### src/rtl/player_action_fsm.sv
// Player action sequencer: idle/move/jump/block plus a two-stage attack combo
// and hit-stun, with per-state frame countdown and one-cycle strike/block pulses.
//
// state    | meaning
// ---------+--------------------------------------------------------------
// IDLE     | no action; accepts any control
// MOVE     | walking while move_btn held
// JUMP     | airborne for JUMP_LEN cycles, buttons ignored
// BLOCK    | guarding while opponent attacks; absorbs hits
// ATTACK1  | first strike, ATK1_LEN cycles; late presses queue ATTACK2
// ATTACK2  | combo follow-up, ATK2_LEN cycles
// HIT      | stunned for HITSTUN_LEN cycles; further hits restart the stun
// RSVD     | unused encoding, recovers to IDLE
module player_action_fsm #(
   parameter int CNT_W       = 8,
   parameter int ATK1_LEN    = 6,
   parameter int ATK2_LEN    = 8,
   parameter int COMBO_WIN   = 4,
   parameter int HITSTUN_LEN = 10,
   parameter int JUMP_LEN    = 12
) (
   input  logic             clk,
   input  logic             reset,
   input  logic             move_btn,
   input  logic             jump_btn,
   input  logic             attack_btn,
   input  logic             opponent_attack,
   input  logic             hit_in,
   output logic [2:0]       action_state,
   output logic             move_active,
   output logic             jump_active,
   output logic             attack_active,
   output logic             block_active,
   output logic             hit_active,
   output logic             attack_strike,
   output logic             block_success,
   output logic [CNT_W-1:0] frame_cnt
);

   typedef enum logic [2:0] {
      ST_IDLE    = 3'b000,
      ST_MOVE    = 3'b001,
      ST_JUMP    = 3'b010,
      ST_BLOCK   = 3'b011,
      ST_ATTACK1 = 3'b100,
      ST_ATTACK2 = 3'b101,
      ST_RSVD    = 3'b110,
      ST_HIT     = 3'b111
   } state_t;

   localparam logic [CNT_W-1:0] JUMP_LOAD = CNT_W'(JUMP_LEN - 1);
   localparam logic [CNT_W-1:0] ATK1_LOAD = CNT_W'(ATK1_LEN - 1);
   localparam logic [CNT_W-1:0] ATK2_LOAD = CNT_W'(ATK2_LEN - 1);
   localparam logic [CNT_W-1:0] HIT_LOAD  = CNT_W'(HITSTUN_LEN - 1);
   localparam logic [CNT_W:0]   COMBO_LIM = (CNT_W + 1)'(COMBO_WIN);

   state_t           state;
   state_t           state_nxt;
   logic [CNT_W-1:0] cnt_nxt;
   logic             combo_req;
   logic             combo_nxt;
   logic             atk_q;
   logic             atk_edge;
   logic             expired;
   logic             combo_take;
   logic             reload;
   logic             timed;

   assign atk_edge   = attack_btn & ~atk_q;
   assign expired    = (frame_cnt == '0);
   // strict compare so a zero-width window accepts nothing, even at expiry
   assign combo_take = atk_edge && ({1'b0, frame_cnt} < COMBO_LIM);
   assign timed      = (state == ST_JUMP) || (state == ST_ATTACK1) ||
                       (state == ST_ATTACK2) || (state == ST_HIT);

   always_ff @(posedge clk or posedge reset) begin
      if (reset) begin
         state     <= ST_IDLE;
         frame_cnt <= '0;
         combo_req <= 1'b0;
         atk_q     <= 1'b0;
      end else begin
         state     <= state_nxt;
         frame_cnt <= cnt_nxt;
         combo_req <= combo_nxt;
         atk_q     <= attack_btn;
      end
   end

   always_comb begin
      state_nxt = state;
      reload    = 1'b0;
      combo_nxt = 1'b0;
      cnt_nxt   = '0;
      case (state)
         ST_IDLE: begin
            if (hit_in)               state_nxt = ST_HIT;
            else if (atk_edge)        state_nxt = ST_ATTACK1;
            else if (jump_btn)        state_nxt = ST_JUMP;
            else if (move_btn)        state_nxt = ST_MOVE;
            else if (opponent_attack) state_nxt = ST_BLOCK;
         end
         ST_MOVE: begin
            if (hit_in)               state_nxt = ST_HIT;
            else if (atk_edge)        state_nxt = ST_ATTACK1;
            else if (jump_btn)        state_nxt = ST_JUMP;
            else if (!move_btn)       state_nxt = ST_IDLE;
         end
         ST_JUMP: begin
            if (hit_in)               state_nxt = ST_HIT;
            else if (expired)         state_nxt = ST_IDLE;
         end
         ST_BLOCK: begin
            if (atk_edge)             state_nxt = ST_ATTACK1;
            else if (!opponent_attack) state_nxt = ST_IDLE;
         end
         ST_ATTACK1: begin
            if (hit_in)               state_nxt = ST_HIT;
            else if (expired)         state_nxt = (combo_req || combo_take) ? ST_ATTACK2 : ST_IDLE;
            else                      combo_nxt = combo_req | combo_take;
         end
         ST_ATTACK2: begin
            if (hit_in)               state_nxt = ST_HIT;
            else if (expired)         state_nxt = ST_IDLE;
         end
         ST_HIT: begin
            if (hit_in)               reload    = 1'b1;
            else if (expired)         state_nxt = ST_IDLE;
         end
         default:                     state_nxt = ST_IDLE;
      endcase

      // any state change or stun restart loads the new state's duration
      if ((state_nxt != state) || reload) begin
         case (state_nxt)
            ST_JUMP:    cnt_nxt = JUMP_LOAD;
            ST_ATTACK1: cnt_nxt = ATK1_LOAD;
            ST_ATTACK2: cnt_nxt = ATK2_LOAD;
            ST_HIT:     cnt_nxt = HIT_LOAD;
            default:    cnt_nxt = '0;
         endcase
      end else if (timed) begin
         cnt_nxt = frame_cnt - CNT_W'(1);
      end
   end

   assign action_state  = state;
   assign move_active   = (state == ST_MOVE);
   assign jump_active   = (state == ST_JUMP);
   assign attack_active = (state == ST_ATTACK1) || (state == ST_ATTACK2);
   assign block_active  = (state == ST_BLOCK);
   assign hit_active    = (state == ST_HIT);
   assign attack_strike = ((state == ST_ATTACK1) && (frame_cnt == ATK1_LOAD)) ||
                          ((state == ST_ATTACK2) && (frame_cnt == ATK2_LOAD));
   assign block_success = (state == ST_BLOCK) && hit_in;

endmodule

### config.mk
export PLATFORM = sky130hd
export DESIGN_NAME = player_action_fsm
export DESIGN_NICKNAME = d
export VERILOG_FILES = /design/src/rtl/player_action_fsm.sv
export SDC_FILE = /design/constraint.sdc
export NUM_CORES = 1
export LEC_CHECK = 0
export CAP_MARGIN = 30
export CORE_UTILIZATION = 45
export CTS_CLUSTER_DIAMETER = 150
export DETAILED_ROUTE_END_ITERATION = 8
export GPL_TIMING_DRIVEN = 0
export PLACE_DENSITY = 0.85
export SETUP_SLACK_MARGIN = 0.2
export SYNTH_ARGS = -nofsm -noshare
export SYNTH_HDL_FRONTEND = slang
export SYNTH_SLANG_ARGS = --single-unit
### constraint.sdc
create_clock -name clk -period 4.9 [get_ports clk]
set_input_delay 0.98 -clock clk [delete_from_list [all_inputs] [get_ports clk]]
set_output_delay 0.98 -clock clk [all_outputs]
set_load 0.1 [all_outputs]
==> results.md, run 1 <==
- Status: finished clean
- Layout cell share with drive strength beyond 1: 13.2%
- Max Fclk: 268 MHz
- Later-pin clock latency in the skew report: 0.28 ns
- Post-synth ARST share: 100%
- Seq/Total Area, Yosys: 29.7%
- Clk buf depth: 2
- Worst Setup Start Kind: input port
- CTS tree: yes
- Final std cells w/o fill: 179
- Setup TNS: 0 ns
- Vias in the first global route: 1,054
- Slew HR: 34.4%
- Core area: 0.00225 mm^2
- Setup Fix Bufs, Post-CTS: 0
- Post-synth EDFFs: 0
- WL/cell: 15.6 um
- DRC Markers: 0
- RePlAce Congestion: 0.907
- Drt total wl: 2800 um
- Flops & latches, synth: 13
- Starting Density: 48.6%
- Global-route wire length before repair: 4660 um
- Simple-Gate Fraction of Synth Area: 30.6%
- Final Util: 61.6%
- Post-cts resize count: 0
- Ant. Diodes: 0
- Largest family of logic cells by synthesized area: simple AND/OR/NAND/NOR gates
- Post-DP HPWL: 2090 um
- Syn Area/Cell: 8.83 um^2
- Synth Area in XOR/XNOR: 5.60%
- Adder-Cell Fraction of Synth Area: 3.43%
- Area share of the largest cell type after synthesis: 29.7%
- Mapped cell area: 0.00109 mm^2
- Post-synthesis net count: 134
- Initial antenna violation count: 0
- Fin crit share: 76.2%
- Vias: 1,071
- Crit Path Max Fanout: 10
- Clk_skew: 0.00819 ns
- Crit path kind: input port to primary output
- Hold crit path type: flip-flop to flip-flop
- Main synth FF type: dfrtp_1
- Site row count: 17
- Nets: 162
- Die H: 51.3 um
- Largest cells by area after synthesis: dfrtp_1 (30%), mux2_4 (5.5%), xnor2_1 (4.8%), nor3_1 (4.1%), nor2_1 (4.1%)
- Synth top cells by count: dfrtp_1 (13), nor2_1 (12), nor3_1 (9)
- GRT Max-Usage Layer: met2
- Fillers: 215
- Post-synth cell types: 45
- Crit path arrival time: 2.76 ns
- Synth Warn #: 0
- Placed cells: 175
- RSZ-0062 raised after global routing: false
- Largest net degree at the start of global routing: 14
- Fin. Hold Viols: 0
- Max-slew violation count: 0
- TritonCTS buffer count: 3
- Max-Cap Viols: 0
- Slew @ Worst Pin: 0.980 ns
- Final setup viols: 0
- Gr usage total: 24.3%
- Io pins: 25
- Die footprint: 0.00263 mm^2
- Min Hold Slack: 0.608 ns
- Most frequent cell after synthesis: dfrtp_1
- Port bufs: 23
- Initial DRT Pass Iterations: 4
- Clock transition at the registers of the reported paths: 0.07 ns
- Met2 usage: 41.4%
- Post-Syn Instances: 124
- H-tree levels: 1
- Min cycle time layout: 3.74 ns
- M1 GR Usage: 28.6%
- Leading area contributor after synthesis: dfrtp_1
- Gr ovfl total: 0
- Synth Area in Compound Gates: 19.3%
- P&R area growth vs syn: 26.9%
- M3 GR Usage: 2.68%
- Critical Path End Type: primary output
- Clk sink count: 13
- Data required time of the worst path: 3.92 ns
- Final ANT Viol Nets: 0
- Clk root buf: clkbuf_4
- Initial DRC count: 25
- Routed vias/inst: 5.98
- Proportion of synthesized area in mux cells: 6.40%
- Hold buffer count at CTS: 0
- Die Width: 51.3 um
per-stage QoR:
| stage | setup slack, ns | instance area, um^2 |
|---|---|---|
| after floorplan | 0.304 | 1100 |
| after global placement | 1.20 | 1360 |
| after detailed placement | 1.18 | 1360 |
| after CTS | 1.18 | 1390 |
| after global routing | 1.08 | 1390 |
| final | 1.16 | 1390 |
cells by family after synthesis:
logic type	after synthesis
flip-flops	13
AND/OR/NAND/NOR	56
multiplexers	5
XOR/XNOR	7
AO/OA/AOI/OAI	26
buffers and inverters	14
adder cells (fa/ha/maj)	3
per-layer routing:
metal  up-vias  part of all wire (%)
met5         -                     0
met4         0                   2.9
met3         8                   3.4
met2        36                    49
met1       521                    45
li1        506                     -
path summary, 6_finish.rpt:
kind                       slack (ns)  cells past startpoint          from              end
max                              1.16                      4        hit_in    block_success
min                              0.61                      2  frame_cnt[7]     frame_cnt[7]
max reg2reg                      2.19                      8  frame_cnt[0]     frame_cnt[3]
min reg2reg                      0.61                      2  frame_cnt[7]     frame_cnt[7]
max in group asynchronous        3.55                      2         reset  action_state[0]
min in group asynchronous        1.01                      2         reset     frame_cnt[2]
final cells by class:
cell class,instances,area [um^2],share of cell area [%]
buffer,6,23.8,1.71
clock buffer,4,26.3,1.89
inverter,8,30.0,2.16
multi-input combinational,97,718,51.7
sequential,13,325,23.4
tap,28,35.0,2.52
timing repair buffer,23,230,16.6
registers in the layout, indices dropped and copies added (netlist names):
signal        cells
action_state      3
atk_q             1
combo_req         1
frame_cnt         8
placed cells by master, fill, tap and decap left out, types with 2 or more instances in the layout:
| cell | synthesis | routed |
|---|---|---|
| dfrtp_1 | 13 | 13 |
| a21oi_1 | 3 | 3 |
| mux2_4 | 4 | 4 |
| xnor2_1 | 6 | 6 |
| clkbuf_4 | 0 | 3 |
| nand2_1 | 6 | 6 |
| o21ai_1 | 2 | 2 |
| nand3_1 | 2 | 2 |
| ha_1 | 3 | 3 |
| clkbuf_1 | 5 | 6 |
| o21ai_0 | 6 | 6 |
| o31ai_1 | 2 | 2 |
| nor4_1 | 3 | 3 |
| nor3_1 | 9 | 9 |
| nor2b_1 | 5 | 4 |
| nor3b_1 | 6 | 6 |
| inv_1 | 8 | 8 |
| clkdlybuf4s50_1 | 0 | 23 |
| o211ai_1 | 2 | 2 |
| nor2_1 | 12 | 12 |
worst max-delay path: stages:
cell	delay, ns
clkbuf_1	0.33
inv_1	0.11
nor3_1	0.18
clkdlybuf4s50_1	1.15
Power of run 1 is left out: the tool's default activity adds up to more than one toggle a clock period on the data nets, which glitch-free logic cannot reach.
==> run 2, diff against run 1 <==
--- a/config.mk
+++ b/config.mk
@@ -10,7 +10,7 @@
 export CTS_CLUSTER_DIAMETER = 150
 export DETAILED_ROUTE_END_ITERATION = 8
 export GPL_TIMING_DRIVEN = 0
-export PLACE_DENSITY = 0.85
+export PLACE_DENSITY = 0.88
 export SETUP_SLACK_MARGIN = 0.2
 export SYNTH_ARGS = -nofsm -noshare
 export SYNTH_HDL_FRONTEND = slang
==> constraint.sdc (replaced) <==
create_clock -name clk -period 3.4 [get_ports clk]
set_input_delay 0.68 -clock clk [delete_from_list [all_inputs] [get_ports clk]]
set_output_delay 0.68 -clock clk [all_outputs]
set_load 0.1 [all_outputs]
==> results.md, run 2 (synthesis gave the netlist of run 1 again) <==
- Status: finished clean
- Hold crit path type: flip-flop to flip-flop
- RePlAce Congestion: 0.921 (+1.5%)
- TritonCTS buffer count: 3 (unchanged)
- Max Fclk: 324 MHz
- Clk buf depth: 2 (unchanged)
- Largest net degree at the start of global routing: 14 (unchanged)
- Post-cts resize count: 6 (+6)
- Critical Path End Type: primary output
- Global-route wire length before repair: 4570 um (-1.8%)
- Slew HR: 34.6% (+0.20 points)
- RSZ-0062 raised after global routing: false
- Slew @ Worst Pin: 0.977 ns (-0.00295 ns)
- DRC Markers: 0 (unchanged)
- Gr usage total: 23.7% (-0.61 points)
- Crit path kind: flip-flop to primary output
- Vias: 1,058 (-1.2%)
- Design area: 0.00141 mm^2 (+1.6%)
- Fillers: 195 (-9.3%)
- Clk root buf: clkbuf_4
- Data required time of the worst path: 2.72 ns (-1.20 ns)
- Die Width: 51.3 um (unchanged)
- Commonest non-fill, non-tap cells in the layout: clkdlybuf4s50_1 (17), dfrtp_1 (13), nor2_1 (10)
- Worst Setup Start Kind: flip-flop
- Site row count: 17 (unchanged)
- Hold path depth: 2 (unchanged)
- Setup Fix Bufs, Post-CTS: 0 (unchanged)
- Die footprint: 0.00263 mm^2 (unchanged)
- Max FFs per register: 8 (unchanged)
- Drt total wl: 2730 um (-2.3%)
- Nets: 162 (unchanged)
- Final setup viols: 0 (unchanged)
- Ant. Diodes: 0 (unchanged)
- Commonest non-fill, non-tap cell in the layout: clkdlybuf4s50_1
- WL/cell: 15.3 um (-2.3%)
- Gr ovfl total: 0 (unchanged)
- Initial antenna violation count: 0 (unchanged)
- Port bufs: 23 (unchanged)
- Clk_skew: 0.00291 ns (-0.00527 ns)
- Clk sink count: 13 (unchanged)
- Biggest register: frame_cnt
- Fin crit share: 90.7%
- Final ANT Viol Nets: 0 (unchanged)
- Routed vias/inst: 5.91 (-1.2%)
- Layout cell share with drive strength beyond 1: 17.9% (+4.6 points)
- Die H: 51.3 um (unchanged)
- CTS tree: yes
- Final Util: 62.6% (+1.0 points)
- P&R area growth vs syn: 28.9%
- Hold buffer count at CTS: 0 (unchanged)
- Later-pin clock latency in the skew report: 0.28 ns (about the same)
- Io pins: 25 (unchanged)
- H-tree levels: 1 (unchanged)
- Min cycle time layout: 3.08 ns
- Setup TNS: 0 ns (unchanged)
- Reg2reg path depth: 8 (unchanged)
- Starting Density: 48.6% (unchanged)
- Crit Path Max Fanout: 10 (unchanged)
- Crit path arrival time: 2.40 ns (-0.36 ns)
- Initial DRC count: 33 (+32%)
- Vias in the first global route: 983 (-6.7%)
- Max-Cap Viols: 0 (unchanged)
- Initial DRT Pass Iterations: 4 (unchanged)
- Post-DP HPWL: 2070 um (-0.86%)
- Fin. Hold Viols: 0 (unchanged)
- Core area: 0.00225 mm^2 (unchanged)
- Clock transition at the registers of the reported paths: 0.07 ns (about the same)
- Dpl cell area: 0.00140 mm^2 (+2.8%)
- Max-slew violation count: 0 (unchanged)
run 2: cell count changes in the layout (fill, tap and decap cells not counted):
cell / delta
nor3b_1: -1
nor3b_4: +1
nor2_2: +2
dlygate4sd2_1: +4
clkdlybuf4s50_1: -6
nor2b_4: +1
nor3_4: +1
clkbuf_2: +2
nor2b_2: -1
nor3_2: +1
nor3_1: -2
nor2_1: -2
run 2: worst max-delay path, cell delays in order, from the launching register on:
cell and delay (ns):
dfrtp_1 0.37, clkbuf_1 0.32, buf_2 0.33, mux2i_1 0.14
nor2_2 0.11, dlygate4sd2_1 0.85
run 2: worst paths after layout:
kind | startpoint | to | slack [ns]
worst max-delay path | action_state[0] | attack_strike | 0.32
worst min-delay path | frame_cnt[7] | frame_cnt[7] | 0.63
worst max register to register | frame_cnt[0] | frame_cnt[3] | 0.65
worst min register to register | frame_cnt[7] | frame_cnt[7] | 0.63
max in group asynchronous | reset | action_state[0] | 2.35
min in group asynchronous | reset | combo_req | 0.72
run 2: layer usage:
metal	vias to the layer above	track usage (%)	share of wire, %
met2	43	36.6	47
met3	8	4.17	5.6
met1	497	31.4	45
met5	-	0	0
met4	0	12.2	2.1
li1	510	-	-
run 2: final cells by class:
class / count / area (um^2) / area share, %
flip-flops and latches: 13 / 325 / 23.0
multi-input cells: 97 / 756 / 53.5
repair buffers: 23 / 215 / 15.2
well taps: 28 / 35.0 / 2.48
clock buffers: 4 / 26.3 / 1.86
plain buffers: 6 / 23.8 / 1.68
inverters: 8 / 30.0 / 2.13
run 2: through the flow:
step | cells | hold WS, ns | setup slack, ns
global route | 179 | 0.673 | 0.202
global placement | 175 | 0.594 | 0.216
CTS | 179 | 0.640 | 0.140
floorplan | 124 | 0.557 | -0.119
finish | 179 | 0.631 | 0.317
detailed placement | 175 | 0.618 | 0.162
Power of run 2 is left out for the same reason.
==> run 3, diff against run 2 <==
--- a/config.mk
+++ b/config.mk
@@ -6,11 +6,13 @@
 export NUM_CORES = 1
 export LEC_CHECK = 0
 export CAP_MARGIN = 30
-export CORE_UTILIZATION = 45
+export CELL_PAD_IN_SITES_DETAIL_PLACEMENT = 0
+export CELL_PAD_IN_SITES_GLOBAL_PLACEMENT = 2
+export CORE_UTILIZATION = 26
 export CTS_CLUSTER_DIAMETER = 150
 export DETAILED_ROUTE_END_ITERATION = 8
 export GPL_TIMING_DRIVEN = 0
-export PLACE_DENSITY = 0.88
+export PLACE_DENSITY = 0.86
 export SETUP_SLACK_MARGIN = 0.2
 export SYNTH_ARGS = -nofsm -noshare
 export SYNTH_HDL_FRONTEND = slang
==> results.md, run 3 (synthesis gave the netlist of run 1 again) <==
- Status: finished clean
- TritonCTS buffer count: 3 (unchanged)
- Critical path's largest stage delay: 1.17 ns (+0.32 ns)
- Hold crit path type: flip-flop to flip-flop
- GRT Max-Usage Layer: met2
- Clk root buf: clkbuf_8
- H-tree levels: 1 (unchanged)
- Crit Path Max Fanout: 8 (-2)
- Io pins: 25 (unchanged)
- Slew @ Worst Pin: 0.969 ns (-0.00835 ns)
- WL/cell: 15.6 um (+2.1%)
- DRC Markers: 0 (unchanged)
- Layout cell share with drive strength beyond 1: 18.5% (+0.66 points)
- Global-route wire length before repair: 5230 um (+14%)
- Clock transition at the registers of the reported paths: 0.06 ns (about the same)
- Vias: 1,045 (-1.2%)
- Crit path kind: flip-flop to primary output
- Routed vias/inst: 5.20 (-12%)
- Crit path arrival time: 2.37 ns (-0.03 ns)
- Met2 usage: 27.9% (-8.7 points)
- Gr ovfl total: 0 (unchanged)
- Clk sink count: 13 (unchanged)
- M1 GR Usage: 19.9% (-12 points)
- Fillers: 415 (+110%)
- CP Cell Sequence: clkbuf_1, nor2b_4, clkdlybuf4s50_1
- Min cycle time layout: 3.05 ns (-0.0374 ns)
- Core area: 0.00403 mm^2 (+79%)
- Max FFs per register: 8 (unchanged)
- Later-pin clock latency in the skew report: 0.24 ns (-0.04 ns)
- Starting Density: 27.2% (-21 points)
- Die footprint: 0.00447 mm^2 (+70%)
- Placed cells: 197 (+13%)
- Post-DP HPWL: 2370 um (+15%)
- Clk_skew: 0.000491 ns (-0.00242 ns)
- Drt total wl: 3130 um (+15%)
- Register area: 325 um^2 (unchanged)
- Top delay family on crit path: buffers and inverters
- Max-Cap Viols: 0 (unchanged)
- Biggest register: frame_cnt
- Fin. Hold Viols: 0 (unchanged)
- RePlAce Congestion: 0.861 (-6.5%)
- Initial DRT Pass Iterations: 4 (unchanged)
- Port bufs: 23 (unchanged)
- Data required time of the worst path: 2.72 ns (about the same)
- CTS tree: yes
- Pre-CTS setup slack: 0.136 ns (-0.0262 ns)
- Commonest non-fill, non-tap cell in the layout: clkdlybuf4s50_1
- RSZ-0062 raised after global routing: false
- M3 GR Usage: 1.54% (-2.6 points)
- Critical Path End Type: primary output
- Max-slew violation count: 0 (unchanged)
- P&R area growth vs syn: 33.4%
- Footprint of the multi-input gates: 756 um^2 (unchanged)
- Buf/Inv on CP: 2 (-1)
- Initial DRC count: 70 (+110%)
- Site row count: 23 (+6)
- Initial antenna violation count: 0 (unchanged)
- Final setup viols: 0 (unchanged)
- Die H: 66.9 um (+30%)
- Ant. Diodes: 0 (unchanged)
- Max Fclk: 328 MHz (+1.2%)
- Fin crit share: 89.6% (-1.1 points)
- Largest net degree at the start of global routing: 14 (unchanged)
- Commonest non-fill, non-tap cells in the layout: clkdlybuf4s50_1 (17), dfrtp_1 (13), nor2_1 (10)
- Worst Setup Start Kind: flip-flop
- Slew HR: 35.2% (+0.56 points)
- Die Width: 66.9 um (+30%)
- Final ANT Viol Nets: 0 (unchanged)
- Crit-path slowest cell: clkdlybuf4s50_1
- Gr usage total: 15.7% (-8.0 points)
- Post-route worst setup slack: 0.354 ns (+0.0374 ns)
- Nets: 162 (unchanged)
- Min Hold Slack: 0.633 ns (+0.00243 ns)
- Final std cells w/o fill: 201 (+12%)
- Vias in the first global route: 1,094 (+11%)
- Clk buf depth: 2 (unchanged)
-- run 3: cell count changes in the layout (fill, tap and decap cells not counted), sizes merged --
cell / change
clkbuf: -1
dlygate4sd2: -1
clkinv: +1
clkdlybuf4s15: +1
-- run 3: layer usage --
layer  up-vias  wire length [um]
met4         0                14
li1        508                 -
met5         -                 0
met3         2               133
met2        24              1500
met1       511              1480
-- run 3: worst paths after layout --
check / from / end / slack [ns] / depth (start not counted)
setup / recovery: action_state[2] / attack_active / 0.35 / 3
hold / removal: frame_cnt[7] / frame_cnt[7] / 0.63 / 2
setup reg to reg: frame_cnt[0] / frame_cnt[2] / 0.62 / 8
hold reg to reg: frame_cnt[7] / frame_cnt[7] / 0.63 / 2
max in group asynchronous: reset / action_state[1] / 2.28 / 2
min in group asynchronous: reset / atk_q / 0.77 / 2
-- run 3: timing repair --
item,4_1_cts,5_1_grt
hold buffers,0,0
buffers inserted,0,0
hold endpoints to repair,0,0
pin swaps,0,0
gates resized for setup,6,5
setup endpoints to repair,6,3
-- run 3: metrics by stage --
stage / util, % / area [um^2] / TNS (ns)
final: 36.2 / 1460 / 0
after global routing: 36.2 / 1460 / 0
after CTS: 36.4 / 1470 / 0
after detailed placement: 35.4 / 1430 / 0
after global placement: 35.4 / 1430 / 0
after floorplan: - / 1130 / -0.119
-- run 3: tightest hold or removal path, delay by kind of cell (launching register included) --
kind	cells	cell delay (ns)
AND/OR/NAND/NOR	1	0.04
flip-flops	1	0.42
XOR/XNOR	1	0.14
-- run 3: area by class of cell --
class | instances | area share [%]
plain buffers | 6 | 1.63
clock buffers | 3 | 2.83
clock inverters | 1 | 0.343
inverters | 8 | 2.06
multi-input cells | 97 | 51.8
flip-flops and latches | 13 | 22.3
well taps | 50 | 4.28
repair buffers | 23 | 14.8
Power of run 3 is left out for the same reason.
